[src/rtl/carus_pkg.sv]
// carus_pkg
// Shared types and constants for the Carus SRAM arbiter slice.
//   carus_state_e : power-management FSM states of the bank arbiter
//   IdleCntWidth  : width of the idle counter that times retention entry
//   WakeCntWidth  : width of the counter that times retention exit
package carus_pkg;

  localparam int IdleCntWidth = 8;
  localparam int WakeCntWidth = 4;

  typedef enum logic [1:0] {
    ST_ACTIVE    = 2'd0,
    ST_RETENTIVE = 2'd1,
    ST_WAKE      = 2'd2
  } carus_state_e;

endpackage

[src/rtl/carus_rr_arbiter_2.sv]
// carus_rr_arbiter_2
// Two-input round-robin grant with a one-bit priority pointer.
// Ports:
//   clk_i, rst_i     : clock, asynchronous active-high reset
//   en_i             : grants are only issued while high
//   req0_i, req1_i   : requests
//   gnt0_o, gnt1_o   : combinational grants (same cycle as the request)
module carus_rr_arbiter_2
  import carus_pkg::*;
(
  input  logic clk_i,
  input  logic rst_i,
  input  logic en_i,
  input  logic req0_i,
  input  logic req1_i,
  output logic gnt0_o,
  output logic gnt1_o
);

  // Pointer selects the favoured port when both request; 0 = port 0.
  logic ptr_q, ptr_d;

  // A lone requester always wins; on contention the pointer decides and
  // then moves to the loser so the next contended grant goes the other way.
  always_comb begin
    gnt0_o = 1'b0;
    gnt1_o = 1'b0;
    ptr_d  = ptr_q;
    if (en_i) begin
      if (req0_i && req1_i) begin
        if (!ptr_q) begin
          gnt0_o = 1'b1;
          ptr_d  = 1'b1;
        end else begin
          gnt1_o = 1'b1;
          ptr_d  = 1'b0;
        end
      end else begin
        gnt0_o = req0_i;
        gnt1_o = req1_i;
      end
    end
  end

  // Pointer register.
  always_ff @(posedge clk_i or posedge rst_i) begin
    if (rst_i) ptr_q <= 1'b0;
    else       ptr_q <= ptr_d;
  end

endmodule

[src/rtl/carus_sram_arbiter.sv]
// carus_sram_arbiter
// Arbitrates a system-bus port (p0) and a vector-engine port (p1) onto a
// single SRAM bank, and puts the bank into retention after a run of idle
// cycles.
// Ports:
//   clk_i, rst_i                : clock, asynchronous active-high reset
//   pX_req/we/addr/wdata/be_i   : requester X command (X = 0, 1)
//   pX_gnt_o                    : command accepted this cycle
//   pX_rvalid_o, pX_rdata_o     : response one cycle after the grant
//   ret_en_i                    : permits retention entry
//   mem_req/we/addr/wdata/be_o  : bank command (all zero without a grant)
//   mem_rdata_i                 : bank read data, one cycle after mem_req_o
//   mem_set_retentive_no        : 0 while the bank is in retention
//   ret_state_o                 : high while in RETENTIVE or WAKE
module carus_sram_arbiter
  import carus_pkg::*;
#(
  parameter int NUM_WORDS   = 1024,
  parameter int IDLE_CYCLES = 16,
  parameter int WAKE_CYCLES = 2,
  localparam int AddrWidth  = (NUM_WORDS > 1) ? $clog2(NUM_WORDS) : 1
) (
  input  logic                 clk_i,
  input  logic                 rst_i,
  input  logic                 p0_req_i,
  input  logic                 p0_we_i,
  input  logic [AddrWidth-1:0] p0_addr_i,
  input  logic [31:0]          p0_wdata_i,
  input  logic [3:0]           p0_be_i,
  output logic                 p0_gnt_o,
  output logic                 p0_rvalid_o,
  output logic [31:0]          p0_rdata_o,
  input  logic                 p1_req_i,
  input  logic                 p1_we_i,
  input  logic [AddrWidth-1:0] p1_addr_i,
  input  logic [31:0]          p1_wdata_i,
  input  logic [3:0]           p1_be_i,
  output logic                 p1_gnt_o,
  output logic                 p1_rvalid_o,
  output logic [31:0]          p1_rdata_o,
  input  logic                 ret_en_i,
  output logic                 mem_req_o,
  output logic                 mem_we_o,
  output logic [AddrWidth-1:0] mem_addr_o,
  output logic [31:0]          mem_wdata_o,
  output logic [3:0]           mem_be_o,
  output logic                 mem_set_retentive_no,
  input  logic [31:0]          mem_rdata_i,
  output logic                 ret_state_o
);

  localparam logic [IdleCntWidth-1:0] IdleMax  = IDLE_CYCLES[IdleCntWidth-1:0];
  localparam logic [WakeCntWidth-1:0] WakeLast = WakeCntWidth'(WAKE_CYCLES - 1);

  carus_state_e            state_q, state_d;
  logic [IdleCntWidth-1:0] idle_q, idle_d;
  logic [WakeCntWidth-1:0] wake_q, wake_d;
  logic                    ret_no_q;
  logic                    rvalid0_q, rvalid1_q;
  logic                    read_q;
  logic                    gnt0, gnt1;
  logic                    any_req;

  assign any_req = p0_req_i | p1_req_i;

  carus_rr_arbiter_2 u_rr (
    .clk_i  (clk_i),
    .rst_i  (rst_i),
    .en_i   (state_q == ST_ACTIVE),
    .req0_i (p0_req_i),
    .req1_i (p1_req_i),
    .gnt0_o (gnt0),
    .gnt1_o (gnt1)
  );

  assign p0_gnt_o = gnt0;
  assign p1_gnt_o = gnt1;

  // Bank command mux: the granted port drives the bank, otherwise all zero.
  always_comb begin
    mem_req_o   = gnt0 | gnt1;
    mem_we_o    = 1'b0;
    mem_addr_o  = '0;
    mem_wdata_o = '0;
    mem_be_o    = '0;
    if (gnt0) begin
      mem_we_o    = p0_we_i;
      mem_addr_o  = p0_addr_i;
      mem_wdata_o = p0_wdata_i;
      mem_be_o    = p0_be_i;
    end else if (gnt1) begin
      mem_we_o    = p1_we_i;
      mem_addr_o  = p1_addr_i;
      mem_wdata_o = p1_wdata_i;
      mem_be_o    = p1_be_i;
    end
  end

  // Power FSM and its counters. Retention entry is only taken when nothing
  // requests, so a request arriving on the threshold cycle is still served.
  always_comb begin
    state_d = state_q;
    idle_d  = idle_q;
    wake_d  = wake_q;
    unique case (state_q)
      ST_ACTIVE: begin
        if (any_req)               idle_d = '0;
        else if (idle_q < IdleMax) idle_d = idle_q + 1'b1;
        if (!any_req && (idle_q == IdleMax) && ret_en_i && !rvalid0_q && !rvalid1_q)
          state_d = ST_RETENTIVE;
      end
      ST_RETENTIVE: begin
        if (any_req || !ret_en_i) begin
          state_d = ST_WAKE;
          wake_d  = '0;
        end
      end
      ST_WAKE: begin
        if (any_req) idle_d = '0;
        if (wake_q == WakeLast) begin
          state_d = ST_ACTIVE;
          wake_d  = '0;
          idle_d  = '0;
        end else begin
          wake_d = wake_q + 1'b1;
        end
      end
      default: state_d = ST_ACTIVE;
    endcase
  end

  // State, counters, retention pin and response tracking. The read flag is
  // shared because at most one port is granted per cycle.
  always_ff @(posedge clk_i or posedge rst_i) begin
    if (rst_i) begin
      state_q   <= ST_ACTIVE;
      idle_q    <= '0;
      wake_q    <= '0;
      ret_no_q  <= 1'b1;
      rvalid0_q <= 1'b0;
      rvalid1_q <= 1'b0;
      read_q    <= 1'b0;
    end else begin
      state_q   <= state_d;
      idle_q    <= idle_d;
      wake_q    <= wake_d;
      ret_no_q  <= (state_d != ST_RETENTIVE);
      rvalid0_q <= gnt0;
      rvalid1_q <= gnt1;
      read_q    <= (gnt0 & ~p0_we_i) | (gnt1 & ~p1_we_i);
    end
  end

  assign mem_set_retentive_no = ret_no_q;
  assign ret_state_o          = (state_q != ST_ACTIVE);
  assign p0_rvalid_o          = rvalid0_q;
  assign p1_rvalid_o          = rvalid1_q;
  assign p0_rdata_o           = (rvalid0_q && read_q) ? mem_rdata_i : 32'h0;
  assign p1_rdata_o           = (rvalid1_q && read_q) ? mem_rdata_i : 32'h0;

endmodule

[config.mk]
export PLATFORM = sky130hd
export DESIGN_NAME = carus_sram_arbiter
export DESIGN_NICKNAME = d
export VERILOG_FILES = /design/src/rtl/carus_pkg.sv /design/src/rtl/carus_rr_arbiter_2.sv /design/src/rtl/carus_sram_arbiter.sv
export SDC_FILE = /design/constraint.sdc
export NUM_CORES = 1
export LEC_CHECK = 0
export CAP_MARGIN = 20
export CORE_AREA = 3 3 96 98
export DETAILED_ROUTE_END_ITERATION = 10
export DIE_AREA = 0 0 99 101
export PLACE_DENSITY_LB_ADDON = 0.12
export SYNTH_ARGS = -nofsm -noshare
export SYNTH_HDL_FRONTEND = slang
export SYNTH_HIERARCHICAL = 1
export SYNTH_SLANG_ARGS = --single-unit
[constraint.sdc]
create_clock -name clk_i -period 2.9 [get_ports clk_i]
set_input_delay 0.58 -clock clk_i [delete_from_list [all_inputs] [get_ports clk_i]]
set_output_delay 0.58 -clock clk_i [all_outputs]
set_load 0.01 [all_outputs]
==> results by group, run 1 <==
Power and ir drop
  – Max IR drop VDD: 187 uV
  – P_int: 1110 uW
  – Sequential cell fraction of total power: 22.4%
  – Leakage: 0.00225 uW
  – Clk pwr share: 10.6%
  – Final Power: 1770 uW
  – P per Cell Area: 381 nW/um2
  – Logic pwr share: 67.0%
  – Sw Pwr: 668 uW
  – Sw Share: 37.7%

Final layout
  – Commonest non-fill, non-tap cells in the layout: clkdlybuf4s50_1 (199), and3_1 (64), dlygate4sd2_1 (46)
  – N_diodes: 0
  – Layout area overhead: 150%
  – Most common cell after layout, fill and taps aside: clkdlybuf4s50_1
  – Design area: 4660 um2
  – Post-route insts no fill: 594
  – Layout cells sized above 1: 7.20%
  – Fin nets: 622

GRT
  – GRT overflow: 0
  – Vias in the first global route: 2,816
  – First-pass GRT wire length: 15,000 um
  – Pin count of the biggest net entering global routing: 65
  – Initial antenna violation count: 0
  – Tot GR Track Use: 19.1%

Min path
  – Hold/Removal Path Class: in2async

STA
  – Final hold violation count: 0
  – Slew Limit Fails: 0
  – Final setup violation count: 0
  – Post-route setup slack: 87.9 ps
  – Fmax achieved: 0.356 GHz
  – Worst-Margin Slew: 841 ps
  – Normalized max-slew margin: 43.9%
  – Minimum clock period: 2810 ps
  – Max Clock Skew: 4.09 ps
  – RSZ-0062 raised after global routing: false
  – Fin crit share: 97.0%

Placement
  – Placed Cells: 586
  – Placer Congestion: 0.815
  – Dpl hpwl: 8380 um
  – IO Port Bufs: 248
  – DP Worst Slack: -157 ps
  – DP Area: 4580 um2

Route
  – Routed Antenna Nets: 0
  – First-pass DRT Iterations: 4
  – Initial DRC Count: 100
  – Via count: 2,866
  – Via/cell ratio: 4.82
  – DRC errors left: 0
  – Routed wire length: 10,400 um
  – WL/cell: 17.5 um

Synth
  – Syn Nets: 373
  – Top FF cell, synth: dfrtp_1
  – Flops & latches, synth: 19
  – Asr flop ratio synth: 100%
  – Cells after Synth: 238
  – YS warnings: 6
  – Post-synth EDFFs: 0
  – Synth unique cells: 31
  – Synth Cell Area: 1860 um2
  – Syn avg cell area: 7.83 um2
  – Sequential-to-total area share from yosys stat: 25.6%

Worst setup path
  – CP max FO: 22
  – Crit Path Class: in2out
  – Startpoint types: primary input
  – WP data arrival: 2230 ps
  – Worst path required time: 2320 ps
  – CP endpoint kind: primary output

Floorplan
  – Initial Util: 21.8%
  – IO Count: 249
  – Core area: 8550 um2
  – Die W: 99 um
  – Die footprint: 10000 um2
  – DIE HEIGHT: 101 um
  – Site row count: 34

Clock tree
  – Clock buffer depth: 2
  – Num Clock Sinks: 19
  – Clk pin slew, worst setup/hold paths: 70 ps
  – Total CTS buffers: 3
  – Worst-skew pair later-pin latency: 260 ps
  – Root buffer cell: clkbuf_8
  – CTS tree: yes
  – Depth of the CTS H-tree: 1
  – Hold buffers post-CTS: 0

Outcome
  – Outcome: complete, no violations

Flow run
  – Max Cap Viol: 0
==> power groups by stage <==
stage                     Clock, uW  Sequential, uW  Combinational, uW
after floorplan                   0             357                492
after global placement            0             401               1220
after detailed placement          0             405               1230
after CTS                       192             400               1200
after global routing            204             411               1280
final                           189             397               1190
==> synth_stat cells, types with 2 or more instances <==
master / instances / area, um2
ha_1: 4 / 50.1
nand2b_1: 3 / 18.8
clkbuf_1: 23 / 86.3
inv_1: 12 / 45.0
and3_1: 64 / 400
nor2b_1: 4 / 25.0
nand2_1: 13 / 48.8
nor2_1: 5 / 18.8
or3_1: 2 / 12.5
nor3_1: 6 / 30.0
o22ai_1: 2 / 12.5
mux2i_1: 2 / 20.0
dfrtp_1: 18 / 450
a22o_1: 45 / 394
nand3_1: 4 / 20.0
o21ai_0: 8 / 40.0
a31oi_1: 3 / 18.8
a21oi_1: 7 / 35.0
==> kinds of logic after synthesis <==
family | share of synthesized area (%)
adder cells (fa/ha/maj) | 2.68
buffers and inverters | 7.65
AND/OR/NAND/NOR | 34.2
flip-flops | 25.6
XOR/XNOR | 0.470
AO/OA/AOI/OAI | 28.4
multiplexers | 1.07
==> registers in the layout, summed over array words and instances, names as in the netlist <==
name                  cells
idle_q                    8
mem_set_retentive_no      1
p0_rvalid_o               1
p1_rvalid_o               1
read_q                    1
state_q                   2
u_rr/ptr_q                1
wake_q                    4
==> through the flow <==
| step | util (%) | setup TNS, ps | hold slack, ps |
|---|---|---|---|
| floorplan | - | 0 | 309 |
| global placement | 53.6 | -5860 | 521 |
| detailed placement | 53.6 | -5860 | 533 |
| CTS | 54.4 | 0 | 471 |
| global route | 54.5 | 0 | 488 |
| finish | 54.5 | 0 | 470 |
==> worst paths after layout <==
kind | cells after the start | to | slack (ps) | start
worst min register to register | 1 | idle_q[3]$_DFFE_PP0P_ | 550 | idle_q[3]$_DFFE_PP0P_
worst max-delay path | 8 | mem_we_o | 90 | p1_req_i
worst max register to register | 4 | idle_q[1]$_DFFE_PP0P_ | 1140 | idle_q[4]$_DFFE_PP0P_
max in group asynchronous | 2 | read_q$_DFF_PP0_ | 1700 | rst_i
worst min-delay path | 2 | u_rr/ptr_q$_DFFE_PP0P_ | 470 | rst_i
min in group clk_i | 1 | idle_q[3]$_DFFE_PP0P_ | 550 | idle_q[3]$_DFFE_PP0P_
==> layout make-up <==
cell class / count / area [um2]
inverter: 12 / 45.0
multi-input combinational: 183 / 1270
clock buffer: 3 / 41.3
fill: 798 / 3890
tap: 108 / 135
sequential: 19 / 477
clock inverter: 1 / 5.00
timing repair buffer: 268 / 2680
==> layer usage <==
layer  routed length [um]  global-route usage [%]  share of wire [%]  vias up
li1                     -                       -                  -     1391
met3                  995                    5.95                9.6        6
met2                 5360                    35.8                 52      162
met5                    0                       0                  0        -
met4                   95                    3.99               0.91        0
met1                 3950                    21.1                 38     1307
==> timing repair <==
item	in CTS	in global routing
setup buffers	2	0
pin swaps	1	1
gates resized for setup	49	7
hold endpoints to repair	0	0
gates cloned	2	0
setup endpoints to repair	47	45
==> critical path, stage by stage <==
cell and delay (ps):
clkdlybuf4s50_1 420, buf_4 170, a21oi_4 210, nor2_4 80
buf_4 150, buf_16 150, a22o_1 190, dlygate4sd2_1 280
No activity file was read; power rests on OpenSTA's default activity.
==> inputs of run 2 (changes only) <==
--- a/config.mk
+++ b/config.mk
@@ -5,7 +5,7 @@
 export SDC_FILE = /design/constraint.sdc
 export NUM_CORES = 1
 export LEC_CHECK = 0
-export CAP_MARGIN = 20
+export CAP_MARGIN = 0
 export CORE_AREA = 3 3 96 98
 export DETAILED_ROUTE_END_ITERATION = 10
 export DIE_AREA = 0 0 99 101
==> results of run 2 <==
No change in the layout: final DEF, timing and power equal those of run 1.
==> inputs of run 3 (changes only) <==
--- a/config.mk
+++ b/config.mk
@@ -10,6 +10,7 @@
 export DETAILED_ROUTE_END_ITERATION = 10
 export DIE_AREA = 0 0 99 101
 export PLACE_DENSITY_LB_ADDON = 0.12
+export SLEW_MARGIN = 40
 export SYNTH_ARGS = -nofsm -noshare
 export SYNTH_HDL_FRONTEND = slang
 export SYNTH_HIERARCHICAL = 1
==> results by group, run 3 (same netlist as run 1, synthesis figures left out) <==
Route
  – DRC errors left: 0 (unchanged)
  – Routed Antenna Nets: 0 (unchanged)
  – Initial DRC Count: 104 (+4.0%)
  – Via/cell ratio: 4.82 (-0.14%)
  – Routed wire length: 10,400 um (+0.23%)
  – WL/cell: 17.6 um (+0.23%)
  – First-pass DRT Iterations: 4 (unchanged)
  – Via count: 2,862 (-0.14%)

STA
  – Fin crit share: 97.0% (about the same)
  – RSZ-0062 raised after global routing: false
  – Final hold violation count: 0 (unchanged)
  – Fmax achieved: 0.356 GHz (about the same)
  – Slew Limit Fails: 0 (unchanged)
  – Final setup violation count: 0 (unchanged)
  – Max Clock Skew: 3.43 ps (-0.652 ps)
  – Final hold slack: 469 ps (-0.321 ps)
  – Worst-Margin Slew: 677 ps (-165 ps)
  – Normalized max-slew margin: 54.8% (+11 points)
  – Minimum clock period: 2810 ps (+0.0413 ps)

Floorplan
  – Die W: 99 um (unchanged)
  – Die footprint: 10000 um2 (unchanged)
  – Initial Util: 21.8% (unchanged)
  – Core area: 8550 um2 (unchanged)
  – Site row count: 34 (unchanged)
  – IO Count: 249 (unchanged)
  – DIE HEIGHT: 101 um (unchanged)

Worst setup path
  – Crit Path Class: in2out
  – Critical R2R Launch: idle_q[4]$_DFFE_PP0P_
  – WP data arrival: 2230 ps (about the same)
  – Reg2reg end: idle_q[1]$_DFFE_PP0P_
  – Startpoint types: primary input
  – Worst path required time: 2320 ps (about the same)
  – Top cell by count, worst path: buf_4
  – Slowest CP cell: clkdlybuf4s50_1
  – Crit path cell chain: clkdlybuf4s50_1 -> buf_4 -> a21oi_4 -> nor2_4 -> buf_4 -> buf_16 -> a22o_1 -> dlygate4sd2_1
  – Slowest cell delay on critical path: 420 ps (about the same)
  – R2R cell count: 4 (unchanged)
  – CP max FO: 22 (unchanged)
  – CP endpoint kind: primary output
  – Flop2flop setup slack: 1150 ps (about the same)

Final layout
  – Largest regs: idle_q x8, wake_q x4, state_q x2
  – Most common cell after layout, fill and taps aside: clkdlybuf4s50_1
  – Largest Register: idle_q
  – N_diodes: 0 (unchanged)
  – Layout cells sized above 1: 7.61% (+0.41 points)
  – Max FFs per register: 8 (unchanged)
  – Fin nets: 622 (unchanged)
  – Layout area overhead: 150% (about the same)
  – Commonest non-fill, non-tap cells in the layout: clkdlybuf4s50_1 (199), and3_1 (64), dlygate4sd2_1 (46)
  – Design area: 4660 um2 (about the same)

Power and ir drop
  – Max IR drop VDD: 187 uV (+0.10%)
  – P per Cell Area: 381 nW/um2 (about the same)
  – Leakage: 0.00225 uW (-0.10%)

Clock tree
  – Root buffer cell: clkbuf_8
  – Clk pin slew, worst setup/hold paths: 70 ps (about the same)
  – Clock buffer depth: 2 (unchanged)
  – Depth of the CTS H-tree: 1 (unchanged)
  – CTS tree: yes
  – Total CTS buffers: 3 (unchanged)
  – Worst-skew pair later-pin latency: 260 ps (about the same)
  – Num Clock Sinks: 19 (unchanged)

Placement
  – Dpl hpwl: 8380 um (unchanged)
  – DP Area: 4580 um2 (unchanged)
  – Placer Congestion: 0.815 (unchanged)
  – IO Port Bufs: 248 (unchanged)

Min path
  – Hold/Removal Path Class: in2async

GRT
  – Pin count of the biggest net entering global routing: 65 (unchanged)
  – Vias in the first global route: 2,816 (unchanged)
  – GRT overflow: 0 (unchanged)
  – Initial antenna violation count: 0 (unchanged)
  – First-pass GRT wire length: 15,000 um (unchanged)
  – Tot GR Track Use: 19.1% (unchanged)

Outcome
  – Outcome: complete, no violations

Flow run
  – Max Cap Viol: 0 (unchanged)
-- run 3: cell count changes in the layout (fill, tap and decap cells not counted) --
cell     delta
dfrtp_1     -2
dfrtp_2     +2
-- run 3: power by group --
group	internal, uW	switching, uW
Sequential	311	88.5
Clock	95.8	92.8
Combinational	700	488
-- run 3: how the worst max path moves through the flow --
stage,slack (ps),startpoint,cells after the start,endpoint
floorplan,270,state_q[1]$_DFF_PP0_,7,mem_addr_o[0]
global placement,-160,p1_req_i,8,mem_addr_o[3]
detailed placement,-160,p1_req_i,8,mem_wdata_o[28]
CTS,30,p0_req_i,7,mem_addr_o[8]
global route,20,p1_req_i,8,mem_we_o
finish,90,p1_req_i,8,mem_we_o
-- run 3: through the flow --
stage	setup TNS [ps]	power (uW)	utilization, %	std cells	setup slack, ps
after floorplan	0	848	-	238	268
after global placement	-5860	1630	53.6	586	-161
after detailed placement	-5860	1640	53.6	586	-157
after CTS	0	1790	54.4	594	32.8
after global routing	0	1890	54.5	594	17.4
final	0	1780	54.5	594	87.9
-- run 3: critical path, delay by kind of cell --
kind                   cells  cell delay (ps)
buffers and inverters      5             1170
AOI/OAI and AO/OA          2              400
and+or+nand+nor            1               80
-- run 3: layout make-up --
cell class	instances	area (um2)
clock buffers	3	41.3
fillers	797	3890
multi-input cells	183	1270
clock inverters	1	5.00
flip-flops and latches	19	479
inverters	12	45.0
well taps	108	135
repair buffers	268	2680
-- run 3: what timing repair did --
item,in CTS,in global routing
gates cloned,2,0
endpoints found under the setup margin,47,45
setup buffers,2,0
pin swaps,1,1
hold buffers,0,0
gates resized for setup,49,7
-- run 3: per-layer routing --
layer	global-route usage, %	vias to the layer above	share of wire [%]
met4	3.99	0	1.0
li1	-	1389	-
met2	35.8	160	52
met3	5.95	9	9.5
met1	21.1	1304	38
met5	0	-	0
